$ cat src/rtl/counter_updown_mod_pkg.sv
// Shared constants and helpers for the up/down modulo-N counter.
// Optional feature macro: COUNTER_SATURATE_EN (hold at the bounds instead of wrapping).
package counter_pkg;

  localparam logic DIR_UP   = 1'b1;
  localparam logic DIR_DOWN = 1'b0;

  localparam int unsigned GRAY_W = 32;

  // Binary to reflected Gray code; callers truncate to their own width.
  function automatic logic [GRAY_W-1:0] bin2gray(input logic [GRAY_W-1:0] bin);
    return bin ^ (bin >> 1);
  endfunction

  function automatic bit modulus_ok(input int unsigned width, input int unsigned modulus);
    return (modulus >= 2) && (64'(modulus) <= (64'(1) << width));
  endfunction

  function automatic bit reset_ok(input int unsigned modulus, input int unsigned reset_value);
    return reset_value < modulus;
  endfunction

endpackage

$ cat src/rtl/counter_updown_mod_if.sv
// Control/data bundle between the input panel and the counter.
// Optional feature macro: COUNTER_SATURATE_EN (no effect on this interface).
interface counter_updown_mod_if #(
  parameter int unsigned WIDTH = 3
);

  logic             input_enable_3;
  logic             input_up_4;
  logic             input_load_5;
  logic [WIDTH-1:0] input_data_6;
  logic [WIDTH-1:0] output_count_7;
  logic [WIDTH-1:0] output_gray_8;
  logic             output_wrap_9;

  modport master (
    output input_enable_3, input_up_4, input_load_5, input_data_6,
    input  output_count_7, output_gray_8, output_wrap_9
  );

  modport slave (
    input  input_enable_3, input_up_4, input_load_5, input_data_6,
    output output_count_7, output_gray_8, output_wrap_9
  );

endinterface

$ cat src/rtl/counter_updown_mod_next_value.sv
// Combinational next-count for one enabled step, plus the wrap / saturation flag.
// Optional feature macro: COUNTER_SATURATE_EN (hold at the bound and flag instead of wrapping).
module counter_next_value
  import counter_pkg::*;
#(
  parameter int unsigned WIDTH   = 3,
  parameter int unsigned MODULUS = 8
) (
  input  logic [WIDTH-1:0] count,
  input  logic             up,
  input  logic             enable,
  output logic [WIDTH-1:0] next,
  output logic             wrap
);

  localparam logic [WIDTH:0] TOP = (WIDTH+1)'(MODULUS - 1);

  // One extra bit so MODULUS == 2**WIDTH still compares and steps cleanly.
  logic [WIDTH:0] ext;
  assign ext = {1'b0, count};

  always_comb begin
    next = count;
    wrap = 1'b0;
    if (enable) begin
      if (up == DIR_UP) begin
        if (ext == TOP) begin
          wrap = 1'b1;
`ifdef COUNTER_SATURATE_EN
          next = count;
`else
          next = '0;
`endif
        end else begin
          next = WIDTH'(ext + 1'b1);
        end
      end else begin
        if (ext == '0) begin
          wrap = 1'b1;
`ifdef COUNTER_SATURATE_EN
          next = count;
`else
          next = WIDTH'(TOP);
`endif
        end else begin
          next = WIDTH'(ext - 1'b1);
        end
      end
    end
  end

endmodule

$ cat src/rtl/counter_updown_mod.sv
// Parametrised synchronous up/down modulo-N counter with load, wrap pulse and Gray output.
// Optional feature macro: COUNTER_SATURATE_EN (saturate at 0 / MODULUS-1, wrap flags blocked steps).
module counter_updown_mod
  import counter_pkg::*;
#(
  parameter int unsigned WIDTH       = 3,
  parameter int unsigned MODULUS     = 8,
  parameter int unsigned RESET_VALUE = 0
) (
  input  logic                input_clock1_1,
  input  logic                input_reset1_2,
  counter_updown_mod_if.slave bus
);

  generate
    if (!modulus_ok(WIDTH, MODULUS)) begin : g_bad_modulus
      $error("counter_updown_mod: MODULUS must satisfy 2 <= MODULUS <= 2**WIDTH");
    end
    if (!reset_ok(MODULUS, RESET_VALUE)) begin : g_bad_reset
      $error("counter_updown_mod: RESET_VALUE must be below MODULUS");
    end
  endgenerate

  localparam logic [WIDTH:0]   MOD_EXT   = (WIDTH+1)'(MODULUS);
  localparam logic [WIDTH-1:0] TOP       = WIDTH'(MODULUS - 1);
  localparam logic [WIDTH-1:0] RESET_CNT = WIDTH'(RESET_VALUE);
  localparam logic [WIDTH-1:0] RESET_GRY = WIDTH'(bin2gray(GRAY_W'(RESET_VALUE)));

  logic [WIDTH-1:0] count_q;
  logic [WIDTH-1:0] gray_q;
  logic             wrap_q;

  logic [WIDTH-1:0] step_next;
  logic             step_wrap;
  logic [WIDTH-1:0] load_value;
  logic [WIDTH-1:0] count_d;
  logic             wrap_d;

  counter_next_value #(
    .WIDTH   (WIDTH),
    .MODULUS (MODULUS)
  ) u_next (
    .count  (count_q),
    .up     (bus.input_up_4),
    .enable (bus.input_enable_3),
    .next   (step_next),
    .wrap   (step_wrap)
  );

  // Out-of-range load values clamp to the top of the count range.
  assign load_value = ({1'b0, bus.input_data_6} >= MOD_EXT) ? TOP : bus.input_data_6;

  always_comb begin
    count_d = step_next;
    wrap_d  = step_wrap;
    if (bus.input_load_5) begin
      count_d = load_value;
      wrap_d  = 1'b0;
    end
  end

  // Gray is derived from the next count so both outputs change on the same edge.
  always_ff @(posedge input_clock1_1) begin
    if (input_reset1_2) begin
      count_q <= RESET_CNT;
      gray_q  <= RESET_GRY;
      wrap_q  <= 1'b0;
    end else begin
      count_q <= count_d;
      gray_q  <= WIDTH'(bin2gray(GRAY_W'(count_d)));
      wrap_q  <= wrap_d;
    end
  end

  assign bus.output_count_7 = count_q;
  assign bus.output_gray_8  = gray_q;
  assign bus.output_wrap_9  = wrap_q;

endmodule

$ cat src/flat_wrapper.sv
// flat-port wrapper written by rule: the top's interface ports become plain ports
module counter_updown_mod_flat import counter_pkg::*;
#(
  parameter int unsigned WIDTH       = 3,
  parameter int unsigned MODULUS     = 8,
  parameter int unsigned RESET_VALUE = 0
)
  (input_clock1_1, input_reset1_2, bus_input_enable_3, bus_input_up_4, bus_input_load_5, bus_input_data_6, bus_output_count_7, bus_output_gray_8, bus_output_wrap_9);
  counter_updown_mod_if #(.WIDTH(WIDTH)) bus_i ();
  input  logic input_clock1_1;
  input  logic input_reset1_2;
  input wire logic [$bits(bus_i.input_enable_3)-1:0] bus_input_enable_3;
  input wire logic [$bits(bus_i.input_up_4)-1:0] bus_input_up_4;
  input wire logic [$bits(bus_i.input_load_5)-1:0] bus_input_load_5;
  input wire logic [$bits(bus_i.input_data_6)-1:0] bus_input_data_6;
  output wire logic [$bits(bus_i.output_count_7)-1:0] bus_output_count_7;
  output wire logic [$bits(bus_i.output_gray_8)-1:0] bus_output_gray_8;
  output wire logic [$bits(bus_i.output_wrap_9)-1:0] bus_output_wrap_9;
  assign bus_i.input_enable_3 = bus_input_enable_3;
  assign bus_i.input_up_4 = bus_input_up_4;
  assign bus_i.input_load_5 = bus_input_load_5;
  assign bus_i.input_data_6 = bus_input_data_6;
  assign bus_output_count_7 = bus_i.output_count_7;
  assign bus_output_gray_8 = bus_i.output_gray_8;
  assign bus_output_wrap_9 = bus_i.output_wrap_9;
  counter_updown_mod #(.WIDTH(WIDTH), .MODULUS(MODULUS), .RESET_VALUE(RESET_VALUE)) u_core (.input_clock1_1(input_clock1_1), .input_reset1_2(input_reset1_2), .bus(bus_i));
endmodule
$ cat config.mk
export PLATFORM = sky130hd
export DESIGN_NAME = counter_updown_mod_flat
export DESIGN_NICKNAME = d
export VERILOG_FILES = /design/src/rtl/counter_updown_mod_pkg.sv /design/src/rtl/counter_updown_mod_if.sv /design/src/rtl/counter_updown_mod_next_value.sv /design/src/rtl/counter_updown_mod.sv /design/src/flat_wrapper.sv
export SDC_FILE = /design/constraint.sdc
export NUM_CORES = 1
export LEC_CHECK = 0
export BUFFER_PORTS_ARGS = -buffer_cell sky130_fd_sc_hd__buf_4
export CORE_AREA = 2 2 39 41
export CTS_CLUSTER_DIAMETER = 30
export CTS_CLUSTER_SIZE = 24
export DETAILED_ROUTE_END_ITERATION = 8
export DIE_AREA = 0 0 41 43
export PLACE_DENSITY_LB_ADDON = 0.12
export RECOVER_POWER = 25
export SLEW_MARGIN = 5
export SYNTH_ARGS = -nofsm -noshare
export SYNTH_HDL_FRONTEND = slang
export SYNTH_SLANG_ARGS = --single-unit
$ cat constraint.sdc
create_clock -name input_clock1_1 -period 4.8 [get_ports input_clock1_1]
set_clock_uncertainty 0.2 [all_clocks]
set_input_delay 0.24 -clock input_clock1_1 [delete_from_list [all_inputs] [get_ports input_clock1_1]]
set_output_delay 0.24 -clock input_clock1_1 [all_outputs]
set_load 0.02 [all_outputs]
==> out/qor.yml, run 1 <==
grt:
  grt_max_degree: 9
  grt_pass1_vias: 310
  met3_usage_pct: 7.85
  grtUsageTotal_pct: 10.3
  grt_overflow: 0
  met1_usage_pct: 10.6
  grt.busiest_layer: "met2"
  antenna_found_initial: 0
  grt_first_pass_wirelength_um: 1170
  met2_usage_pct: 15.9
layout:
  register_area_um2: 120
  fin_nets: 72
  multiInputGateArea_um2: 224
  fin_area_um2: 502
  drive_above_1_share_pct: 29.3
  antenna_cells: 0
  n_fill_cell: 148
  syn_to_final_growth_pct: 38.3
detailed_routing:
  drt-total-wl_um: 769
  post_drt_via_cell_ratio: 4.82
  drc: 0
  drtIter0Drc: 8
  drt-pass1-iter-count: 4
  ant_nets: 0
  vias: 357
  drt-wirelength-per-cell_um: 10.4
floorplan:
  fp.dieH_um: 43
  core_um2: 1380
  die_area_um2: 1760
  io_pins: 15
  initial_core_util_pct: 26.2
  rows: 14
  die_w_um: 41
timing:
  tightest_slew_ps: 438
  slew_headroom_pct: 70.7
  drv_slew: 0
  finalSetupViolCount: 0
  hold_viol: 0
  fmax_mhz: 526
  grt_setup_unrepaired: "no"
  fin_crit_sh_pct: 39.6
  setup_tns_ps: 0
  period_needed_ps: 1900
  timing.final.ws_setup_ps: 2900
  hold_slack_ps: 57.4
clocking:
  clock_latency_ps: 240
  clockRootBuffer: "clkbuf_4"
  cts_setup_buffers: 0
  clk_pin_slew_ps: 40
  cts_tree: "done"
  clk_path_buf_depth: 2
  cts_made_buffers: 3
  cts_resized: 0
  numClockSinks: 6
  cts_max_level: 1
yosys:
  ys_top_cells_by_area: "dfxtp_1, ha_1, nor2_1"
  syn_avg_cell_area_um2: 8.85
  synthesis.area_um2: 363
  synthFlopType: "dfxtp_1"
  synth_top_area_share_pct: 33.1
  synthArstFlopShare_pct: 0
  syn-num-nets: 53
  synth_edf_count: 0
  ys_ff_latch: 6
  synth_area_leader_cell: "dfxtp_1"
  ys_types: 17
  synthCells: 41
  seq_area_frac_synth_pct: 33.1
  ys_warn_count: 0
critical_path:
  crit_path_max_fanout: 5
  crit_required_ps: 4730
  crit_arrival_ps: 1840
  criticalPathCategory: "flop to flop"
  worstReg2RegStart: "u_core.bus.output_count_7[0]"
  crit_path_start_kind: "flop"
  endpoint_kind: "flop"
  cp-startpoint: "u_core.bus.output_count_7[0]"
worst_hold_path:
  hp-class: "primary input to flop"
  worstHoldStart: "bus_input_data_6[2]"
placed_design:
  preCtsSetupSlack_ps: 2920
  place_area_um2: 480
  port_buffers: 14
  place_congestion: 0.770
power_and_ir_drop:
  vdd_drop_max_uv: 129
  p_per_area_nw_per_um2: 291
  leakage_nw: 0.228
job:
  maxCapViolations: 0
outcome:
  status: "completed"
[per-layer routing]
layer	routed length, µm	vias to the layer above
met3	91	0
met2	343	17
li1	-	178
met1	334	162
met5	0	-
met4	0	0
[worst max-delay path, cell delays in order, from the launching register on]
cell	delay, ps
dfxtp_1	340
ha_1	210
ha_1	280
inv_1	40
a2111oi_1	420
a221oi_2	90
xnor2_1	170
nor2_1	50
[timing repair]
action | 4_1_cts | 5_1_grt
hold buffers | 1 | 0
hold endpoints to repair | 3 | 0
endpoints found under the setup margin | 0 | 0
[cell families after synthesis]
logic type | after synthesis | share of synthesized area (%)
AO/OA/AOI/OAI | 9 | 19.3
XOR/XNOR | 2 | 4.83
adder cells (fa/ha/maj) | 4 | 13.8
buffers and inverters | 4 | 5.17
flip-flops | 6 | 33.1
AND/OR/NAND/NOR | 16 | 23.8
[power breakdown]
| part | switching [W] | leakage [nW] | internal (W) |
|---|---|---|---|
| clock | 0.0000173 | 0.0138 | 0.0000282 |
| sequential | 0.00000323 | 0.0498 | 0.0000546 |
| combinational | 0.0000229 | 0.164 | 0.0000195 |
| total | 0.0000435 | 0.228 | 0.000102 |
[final cells by class]
class                           count  share of cell area [%]
Multi-Input combinational cell     31                    44.6
Sequential cell                     6                    23.9
Timing Repair Buffer               15                    20.7
Clock buffer                        3                    4.49
Tap cell                           16                    3.99
Inverter                            3                    2.24
[through the flow]
| step | power [W] | std cells | util, % |
|---|---|---|---|
| 6_report | 0.000146 | 74 | 36.3 |
| 4_1_cts | 0.000151 | 74 | 37.1 |
| 3_3_place_gp | 0.000103 | 70 | 34.7 |
| 2_1_floorplan | 0.0000859 | 41 | - |
| 3_5_place_dp | 0.000103 | 70 | 34.7 |
| 5_1_grt | 0.000158 | 74 | 36.3 |
[placed cells by master, fill, tap and decap left out, drive strengths merged]
| master | count |
|---|---|
| a21oi | 5 |
| a2111oi | 1 |
| xnor2 | 2 |
| clkbuf | 6 |
| o31ai | 2 |
| nor4 | 1 |
| inv | 3 |
| buf | 11 |
| a221oi | 1 |
| dfxtp | 6 |
| dlygate4sd3 | 1 |
| and3b | 2 |
| or2b | 1 |
| nor2b | 2 |
| nand2b | 1 |
| nor3 | 1 |
| ha | 4 |
| nor2 | 8 |
[state kept, by name, summed over array words and instances (netlist names)]
signal                     count
u_core.bus.output_gray_8       3
u_core.bus.output_count_7      2
u_core.bus.output_wrap_9       1
[cell usage after synthesis, drive strengths merged, types with 2 or more instances]
cell	number
nor2	8
dfxtp	6
a21oi	5
ha	4
inv	3
and3b	2
nor2b	2
o31ai	2
xnor2	2
[path summary, 6_finish.rpt]
kind / endpoint / slack [ps] / cells after the start
min reg2reg: u_core.bus.output_gray_8[2] / 480 / 2
max: u_core.bus.output_gray_8[1] / 2900 / 7
max reg2reg: u_core.bus.output_gray_8[1] / 2900 / 7
min: u_core.bus.output_gray_8[2] / 60 / 3
No activity file was read; power rests on OpenSTA's default activity.
==> inputs of run 2 (changes only) <==
Settings changed: ABC_AREA set to 1.
Clock period 4.8 ns to 1.9 ns, I/O delays scaled along.
==> out/qor.yml, run 2 <==
critical_path:
  crit_path_max_fanout: 3
  criticalPathCategory: "flop to flop"
  crit_arrival_ps: 1760
  crit_path_start_kind: "flop"
  endpoint_kind: "flop"
  rr_worst_depth: 5
  crit_required_ps: 1890
detailed_routing:
  drtIter0Drc: 6
  drc: 0
  drt-wirelength-per-cell_um: 8.54
  drt-pass1-iter-count: 4
  post_drt_via_cell_ratio: 4.27
  ant_nets: 0
  drt-total-wl_um: 820
  vias: 410
yosys:
  syn-num-nets: 71
  synthCells: 59
  synth_most_common_cell: "nand2_1"
  ys_top_cells_by_area: "dfxtp_1, nand2_1, ha_1"
  seq_area_frac_synth_pct: 30.5
  syn_avg_cell_area_um2: 6.68
  synth_edf_count: 0
  ys_warn_count: 0
  synth_area_leader_cell: "dfxtp_1"
  synthesis.area_um2: 394
  ys_ff_latch: 6
  synthArstFlopShare_pct: 0
  ys_types: 15
  synthFlopType: "dfxtp_1"
  synth_common_cells: "nand2_1, nor2_1, inv_1"
  synth_top_area_share_pct: 30.5
clocking:
  clk_pin_slew_ps: 40
  clock_latency_ps: 240
  clockRootBuffer: "clkbuf_4"
  cts_made_buffers: 3
  cts_tree: "done"
  numClockSinks: 6
  cts_setup_buffers: 0
  clk_path_buf_depth: 2
  cts_max_level: 1
layout:
  largest_reg_flops: 3
  final_cell_mix: "nand2_1, buf_4, nor2_1"
  syn_to_final_growth_pct: 45.7
  final_cells: 96
  fin_nets: 94
  antenna_cells: 0
  drive_above_1_share_pct: 27.5
  final_common_cell: "nand2_1"
timing:
  hold_viol: 0
  tightest_slew_ps: 248
  fmax_mhz: 565
  hold_slack_ps: 21.0
  grt_setup_unrepaired: "no"
  finalSetupViolCount: 0
  drv_slew: 0
  fin_crit_sh_pct: 93.2
  period_needed_ps: 1770
  slew_headroom_pct: 83.4
  setup_tns_ps: 0
worst_hold_path:
  hp-class: "primary input to flop"
  hold_depth: 3
placed_design:
  dpl.cell_count: 88
  dp_hpwl_um: 653
  port_buffers: 14
  place_congestion: 0.749
grt:
  grtUsageTotal_pct: 12.3
  grt_overflow: 0
  grt_first_pass_wirelength_um: 1410
  grt_max_degree: 7
  antenna_found_initial: 0
  grt_pass1_vias: 380
floorplan:
  die_area_um2: 1760
  die_w_um: 41
  io_pins: 15
  initial_core_util_pct: 28.5
  rows: 14
  core_um2: 1380
  fp.dieH_um: 43
job:
  maxCapViolations: 0
power_and_ir_drop:
  vdd_drop_max_uv: 250
  netSwitchingFraction_pct: 30.8
  p_int_w: 0.000258
  p_clk_share_pct: 31.2
  comb_power_share_pct: 29.8
  leakage_nw: 0.313
  p_switching_w: 0.000114
  p_per_area_nw_per_um2: 648
  power.share.sequential_pct: 39.0
outcome:
  status: "completed"
==> run 2: repair_timing <==
action	4_1_cts	5_1_grt
resized for setup	0	2
hold buffers	5	0
endpoints found under the hold margin	6	0
setup endpoints to repair	0	1
==> run 2: worst paths after layout <==
check / start / end / slack, ps
setup / recovery: u_core.bus.output_count_7[0] / u_core.bus.output_wrap_9 / 130
hold / removal: bus_input_load_5 / u_core.bus.output_count_7[1] / 20
setup reg to reg: u_core.bus.output_count_7[0] / u_core.bus.output_wrap_9 / 130
hold reg to reg: u_core.bus.output_count_7[1] / u_core.bus.output_count_7[1] / 410
==> run 2: worst max-delay path: stages (launching register included) <==
cell and delay, ps:
dfxtp_1 370, ha_1 160, ha_1 130, nand2_1 70, a211oi_1 220, dlygate4sd3_1 560
==> run 2: cell type report <==
cell class / count / area, µm²
inverters: 10 / 37.5
flip-flops and latches: 6 / 121
repair buffers: 19 / 144
well taps: 16 / 20.0
clock buffers: 3 / 22.5
fillers: 153 / 810
multi-input cells: 42 / 229
==> run 2: metrics by stage <==
| step | power, W | setup slack, ps | cell area [µm²] | util (%) |
|---|---|---|---|---|
| 2_1_floorplan | 0.000215 | 207 | 394 | - |
| 3_5_place_dp | 0.000256 | 263 | 512 | 37.0 |
| 5_1_grt | 0.000406 | 24.0 | 574 | 41.5 |
| 3_3_place_gp | 0.000257 | 249 | 512 | 37.0 |
| 6_report | 0.000372 | 130 | 574 | 41.5 |
| 4_1_cts | 0.000386 | 82.6 | 584 | 42.2 |
==> run 2: logic make-up after synthesis <==
kind of cell | after synthesis | share of synthesized area [%]
simple gates | 31 | 33.3
buf+inv | 11 | 11.4
fa+ha+maj | 4 | 12.7
flops | 6 | 30.5
compound gates | 7 | 12.1
==> run 2: layer usage <==
metal | vias up | wire length [µm] | global-route usage [%]
met1 | 170 | 370 | 13.2
met4 | 0 | 0 | 4.00
met2 | 12 | 384 | 18.1
met3 | 0 | 66 | 9.42
met5 | - | 0 | 0
li1 | 228 | - | -
==> run 2: power by group through the flow <==
stage / Sequential (W) / Combinational, W / Clock [W]
floorplan: 0.000158 / 0.0000571 / 0
global placement: 0.000147 / 0.000110 / 0
detailed placement: 0.000147 / 0.000109 / 0
CTS: 0.000144 / 0.000116 / 0.000126
global route: 0.000146 / 0.000126 / 0.000134
finish: 0.000145 / 0.000111 / 0.000116
